`src/rtl/cmp_rgb_filter.sv`:
```
// Clocked magnitude comparator driving a one-hot red/green/blue indicator.
// A persistence filter commits a new colour only after HOLD consecutive enabled cycles.
module cmp_rgb_filter #(
    parameter int WIDTH  = 8,
    parameter int HOLD   = 4,
    parameter bit SIGNED = 1'b0
) (
    input  logic             clk,
    input  logic             rst,
    input  logic             en,
    input  logic [WIDTH-1:0] a,
    input  logic [WIDTH-1:0] b,
    output logic             red,
    output logic             green,
    output logic             blue,
    output logic             changed
);

    typedef enum logic [1:0] {
        CLS_NONE = 2'b00,
        CLS_GT   = 2'b01,
        CLS_EQ   = 2'b10,
        CLS_LT   = 2'b11
    } cls_t;

    typedef enum logic {
        STABLE,
        PENDING
    } state_t;

    localparam int             CW     = $clog2(HOLD + 1);
    localparam logic [CW-1:0]  HOLD_C = CW'(HOLD);

    logic    a_gt_b;
    logic    a_lt_b;
    cls_t    cls_d;
    cls_t    cls_q;

    cls_t    disp_q, disp_d;
    cls_t    cand_q, cand_d;
    logic [CW-1:0] cnt_q, cnt_d;
    logic [CW-1:0] n;
    state_t  state_q, state_d;
    logic    changed_q, changed_d;

    if (SIGNED) begin : g_signed_cmp
        assign a_gt_b = $signed(a) > $signed(b);
        assign a_lt_b = $signed(a) < $signed(b);
    end else begin : g_unsigned_cmp
        assign a_gt_b = a > b;
        assign a_lt_b = a < b;
    end

    assign cls_d = a_gt_b ? CLS_GT : (a_lt_b ? CLS_LT : CLS_EQ);

    // Filter next-state: a candidate must arrive on HOLD consecutive enabled edges.
    always_comb begin
        // NOTE: every comb output gets a default first so no path can infer a latch.
        state_d   = state_q;
        disp_d    = disp_q;
        cand_d    = cand_q;
        cnt_d     = cnt_q;
        changed_d = 1'b0;
        n         = '0;
        if (en) begin
            if (cls_q == disp_q) begin
                state_d = STABLE;
                cnt_d   = '0;
            end else begin
                n      = (state_q == PENDING && cls_q == cand_q) ? cnt_q + CW'(1) : CW'(1);
                cand_d = cls_q;
                if (n == HOLD_C) begin
                    disp_d    = cls_q;
                    changed_d = 1'b1;
                    state_d   = STABLE;
                    cnt_d     = '0;
                end else begin
                    state_d = PENDING;
                    cnt_d   = n;
                end
            end
        end
    end

    always_ff @(posedge clk or posedge rst) begin
        // NOTE: sequential state uses non-blocking assignments so all registers update together.
        if (rst) begin
            cls_q     <= CLS_NONE;
            disp_q    <= CLS_NONE;
            cand_q    <= CLS_NONE;
            cnt_q     <= '0;
            state_q   <= STABLE;
            changed_q <= 1'b0;
        end else begin
            if (en) begin
                cls_q <= cls_d;
            end
            disp_q    <= disp_d;
            cand_q    <= cand_d;
            cnt_q     <= cnt_d;
            state_q   <= state_d;
            changed_q <= changed_d;
        end
    end

    assign red     = (disp_q == CLS_GT);
    assign green   = (disp_q == CLS_EQ);
    assign blue    = (disp_q == CLS_LT);
    assign changed = changed_q;

endmodule

```
`config.mk`:
```
export PLATFORM = sky130hd
export DESIGN_NAME = cmp_rgb_filter
export DESIGN_NICKNAME = d
export VERILOG_FILES = /design/src/rtl/cmp_rgb_filter.sv
export SDC_FILE = /design/constraint.sdc
export NUM_CORES = 1
export LEC_CHECK = 0
export BUFFER_PORTS_ARGS = -buffer_cell sky130_fd_sc_hd__buf_4
export CAP_MARGIN = 20
export CORE_MARGIN = 4
export CORE_UTILIZATION = 30
export CTS_CLUSTER_DIAMETER = 30
export DETAILED_ROUTE_END_ITERATION = 10
export PLACE_DENSITY = 0.55
export SLEW_MARGIN = 20
export SYNTH_ARGS = -nofsm -noshare
export SYNTH_HDL_FRONTEND = slang
export SYNTH_SLANG_ARGS = --single-unit
export TNS_END_PERCENT = 50
```
`constraint.sdc`:
```
create_clock -name clk -period 4.2 [get_ports clk]
set_input_delay 0.63 -clock clk [delete_from_list [all_inputs] [get_ports clk]]
set_output_delay 0.63 -clock clk [all_outputs]
set_load 0.02 [all_outputs]
```
==> insert_results.sql <==
INSERT INTO impl_metrics (metric_group, metric, value, unit) VALUES
('status', 'run_status', 'completed', ''),
('drt', 'initialDrtViolationCount', '6', ''),
('synth', 'synth_mux_area_frac', '0.0732', ''),
('synth', 'average_size_of_a_mapped_cell', '9.64', 'µm²'),
('critical_path', 'critical_path.reg2reg.endpoint', 'disp_q[0]', ''),
('grt', 'first_global_vias', '644', ''),
('min_path', 'worst_hold_path_type', 'input pin to async pin', ''),
('timing', 'fin_hold_ws', '0.352', 'ns'),
('cts', 'clk_tree_root_cell', 'clkbuf_4', ''),
('critical_path', 'critical_path.endpoint_type', 'flop', ''),
('drt', 'antenna_violating_nets_post_route', '0', ''),
('drt', 'vias', '634', ''),
('placed_design', 'routability_congestion', '0.676', ''),
('critical_path', 'crit_arrival', '1.92', 'ns'),
('grt', 'largest_net_degree_at_the_start_of_global_routing', '12', ''),
('run', 'drv.max_cap_violation_count', '0', ''),
('timing', 'tightestPinTransition', '0.429', 'ns'),
('critical_path', 'crit_type', 'flop to flop', ''),
('synth', 'synth.yosys.seq_area_share', '0.366', ''),
('critical_path', 'path_max_fanout', '4', ''),
('final_layout', 'filler_cell_count', '241', ''),
('timing', 'timing.fmax', '564', 'MHz'),
('floorplan', 'core_region_area', '2300', 'µm²'),
('critical_path', 'worst-endpoint-required', '4.35', 'ns'),
('floorplan', 'floorplan.die.height', '58.1', 'µm'),
('grt', 'track_usage', '0.103', ''),
('final_layout', 'n_antenna_cell', '0', ''),
('critical_path', 'regToRegSetupSlack', '2.43', 'ns'),
('cts', 'numCtsBuffers', '3', ''),
('synth', 'synth_xor_area_frac', '0.0582', ''),
('synth', 'yosys_warnings', '0', ''),
('timing', 'finalClockSkew', '0.0107', 'ns'),
('cts', 'cells_resized_by_post_cts_repair', '0', ''),
('pwr', 'peak_supply_drop', '0.000210', 'V'),
('cts', 'path_clk_slew', '0.07', 'ns'),
('synth', 'synth-compound-area-share', '0.120', ''),
('floorplan', 'die_area', '3370', 'µm²'),
('timing', 'setup-tns-final', '0', 'ns'),
('cts', 'clockBufferDepth', '2', ''),
('drt', 'postRouteWirelength', '1490', 'µm'),
('timing', 'final.period_utilization', '0.422', ''),
('floorplan', 'chipWidth', '58.1', 'µm'),
('cts', 'cts_htree_levels', '1', ''),
('timing', 'min_period', '1.77', 'ns'),
('timing', 'rsz0062_at_grt', 'no', ''),
('drt', 'routed_wire_length_per_instance', '11.3', 'µm'),
('final_layout', 'post_route_cells_drive_above_1_share', '0.311', ''),
('final_layout', 'syn2layout_area_growth', '29.6', '%'),
('floorplan', 'placementRows', '17', ''),
('final_layout', 'finalInstanceArea', '975', 'µm²'),
('cts', 'hold_buffers', '0', ''),
('synth', 'largest_family_of_logic_cells_by_synthesized_area', 'simple AND/OR/NAND/NOR gates', ''),
('drt', 'detail_route.first_pass.iterations', '4', ''),
('critical_path', 'worst_r2r_startpoint', 'cnt_q[0]', ''),
('critical_path', 'worst_r2r_path_depth', '4', ''),
('synth', 'count_of_mapped_cells_out_of_synthesis', '78', ''),
('synth', 'mappedNetlistArea', '752', 'µm²'),
('synth', 'synth-seq-cells', '11', ''),
('synth', 'synth-simple-area-share', '0.163', ''),
('critical_path', 'setup.worst_path.start_class', 'flop', ''),
('grt', 'global_route_wire_length_before_repair', '2670', 'µm'),
('cts', 'tritoncts', 'yes', ''),
('synth', 'adder_cell_fraction_of_synth_area', '0.150', ''),
('placed_design', 'port_buffers', '22', ''),
('timing', 'slew_viol_final', '0', ''),
('synth', 'yosys.cell_types.count', '27', ''),
('timing', 'report.final.setup_viol', '0', ''),
('cts', 'cts.sinks', '11', ''),
('timing', 'final_hold_viol_count', '0', ''),
('synth', 'syn_nets', '106', ''),
('drt', 'vias_per_cell', '4.84', ''),
('drt', 'detail_route.drc_violations', '0', ''),
('final_layout', 'layout.nets', '132', ''),
('timing', 'max-slew-margin-rel', '0.714', ''),
('placed_design', 'postPlaceCellArea', '948', 'µm²'),
('floorplan', 'floorplan.initialDensity', '0.327', ''),
('cts', 'number_of_buffers_added_for_setup_after_cts', '0', ''),
('pwr', 'finalPower', '0.379', 'mW'),
('pwr', 'p_leak', '0.484', 'nW'),
('pwr', 'powerDensity', '389', 'nW/µm²'),
('grt', 'grt_remaining_overflow', '0', ''),
('cts', 'worstSkewPairLatency', '0.27', 'ns'),
('grt', 'initial_antenna_violation_count', '0', ''),
('floorplan', 'total_i_o_pin_count', '23', ''),
('placed_design', 'place_hpwl', '1230', 'µm');
## per-stage QoR
stage               worst slack, ns  std cells  utilization
floorplan                      2.55         78            -
global placement               2.44        127        0.413
detailed placement             2.42        127        0.413
CTS                            2.43        131        0.424
global route                   2.33        131        0.424
finish                         2.43        131        0.424
## final cells by class
class / instances / area, µm² / share of cell area
Multi-Input combinational cell: 53 / 424 / 0.435
Sequential cell: 11 / 275 / 0.282
Timing Repair Buffer: 22 / 165 / 0.169
Inverter: 13 / 48.8 / 0.0501
Tap cell: 28 / 35.0 / 0.0359
Clock buffer: 4 / 26.3 / 0.0270
## worst max-delay path by stage
stage	endpoint	cells after the start	slack (ns)	start
after detailed placement	disp_q[0]	4	2.42	en
after CTS	disp_q[0]	4	2.43	cnt_q[0]
after floorplan	disp_q[0]	4	2.55	cnt_q[0]
after global placement	disp_q[1]	4	2.44	en
after global routing	disp_q[0]	4	2.33	cnt_q[0]
final	disp_q[0]	4	2.43	cnt_q[0]
## flip-flops by register name (all words and copies together) (netlist names)
name     count
cnt_q        3
cand_q       2
cls_q        2
disp_q       2
changed      1
state_q      1
## layer usage
layer  track usage  vias up  wire, µm
li1              -      323         -
met1         0.114      293       624
met2         0.181       16       765
met3        0.0334        2        79
met4        0.0397        0        17
met5             0        -         0
## power by group
part           leakage, nW  internal (mW)  switching [mW]  total, mW
Combinational        0.338         0.0741          0.0843      0.158
Clock               0.0150         0.0367          0.0340     0.0707
Sequential           0.132          0.130          0.0202      0.150
## placed cells by master (no fill, tap or decap), types with 2 or more instances in the layout
cell / count
a21oi_1: 4
buf_4: 22
clkbuf_4: 3
dfrtp_1: 11
ha_1: 9
inv_1: 13
mux2_2: 4
nand2_1: 3
nand3_1: 2
nand4_1: 3
nor2_1: 4
nor2b_1: 3
o21ai_0: 2
o22ai_1: 2
xnor2_1: 3
xor2_1: 2
## cell usage after synthesis
cell type / number / area share
mux2i_1: 1 / 0.013
ha_1: 9 / 0.15
nor4_4: 1 / 0.028
o21ai_2: 1 / 0.012
nor2b_1: 3 / 0.025
o211ai_1: 1 / 0.010
nand3b_1: 1 / 0.010
dfrtp_1: 11 / 0.37
a31oi_1: 1 / 0.0083
nand2_1: 3 / 0.015
or2b_2: 1 / 0.012
o22ai_1: 2 / 0.017
o21ai_0: 2 / 0.013
o32ai_1: 1 / 0.012
and2_1: 1 / 0.0083
clkbuf_1: 1 / 0.0050
mux2_2: 4 / 0.060
nand3_1: 2 / 0.013
nor2_1: 4 / 0.020
inv_1: 13 / 0.065
nor3_1: 1 / 0.0066
o21a_1: 1 / 0.010
a211o_1: 1 / 0.012
xor2_1: 2 / 0.023
a21oi_1: 4 / 0.027
nand4_1: 3 / 0.025
xnor2_1: 3 / 0.035
## cell families after synthesis
| kind of cell | Yosys count |
|---|---|
| buffers and inverters | 14 |
| adders and majority gates | 9 |
| DFF | 11 |
| and+or+nand+nor | 20 |
| xor gates and xnor gates | 5 |
| muxes | 5 |
| AOI/OAI and AO/OA | 14 |
## worst max-delay path: stages (launching register included)
cell and delay [ns]:
dfrtp_1 0.39, ha_1 0.31, or2b_2 0.35, nor4_4 0.23, mux2_2 0.37
Power figures use the tool's default switching activity.
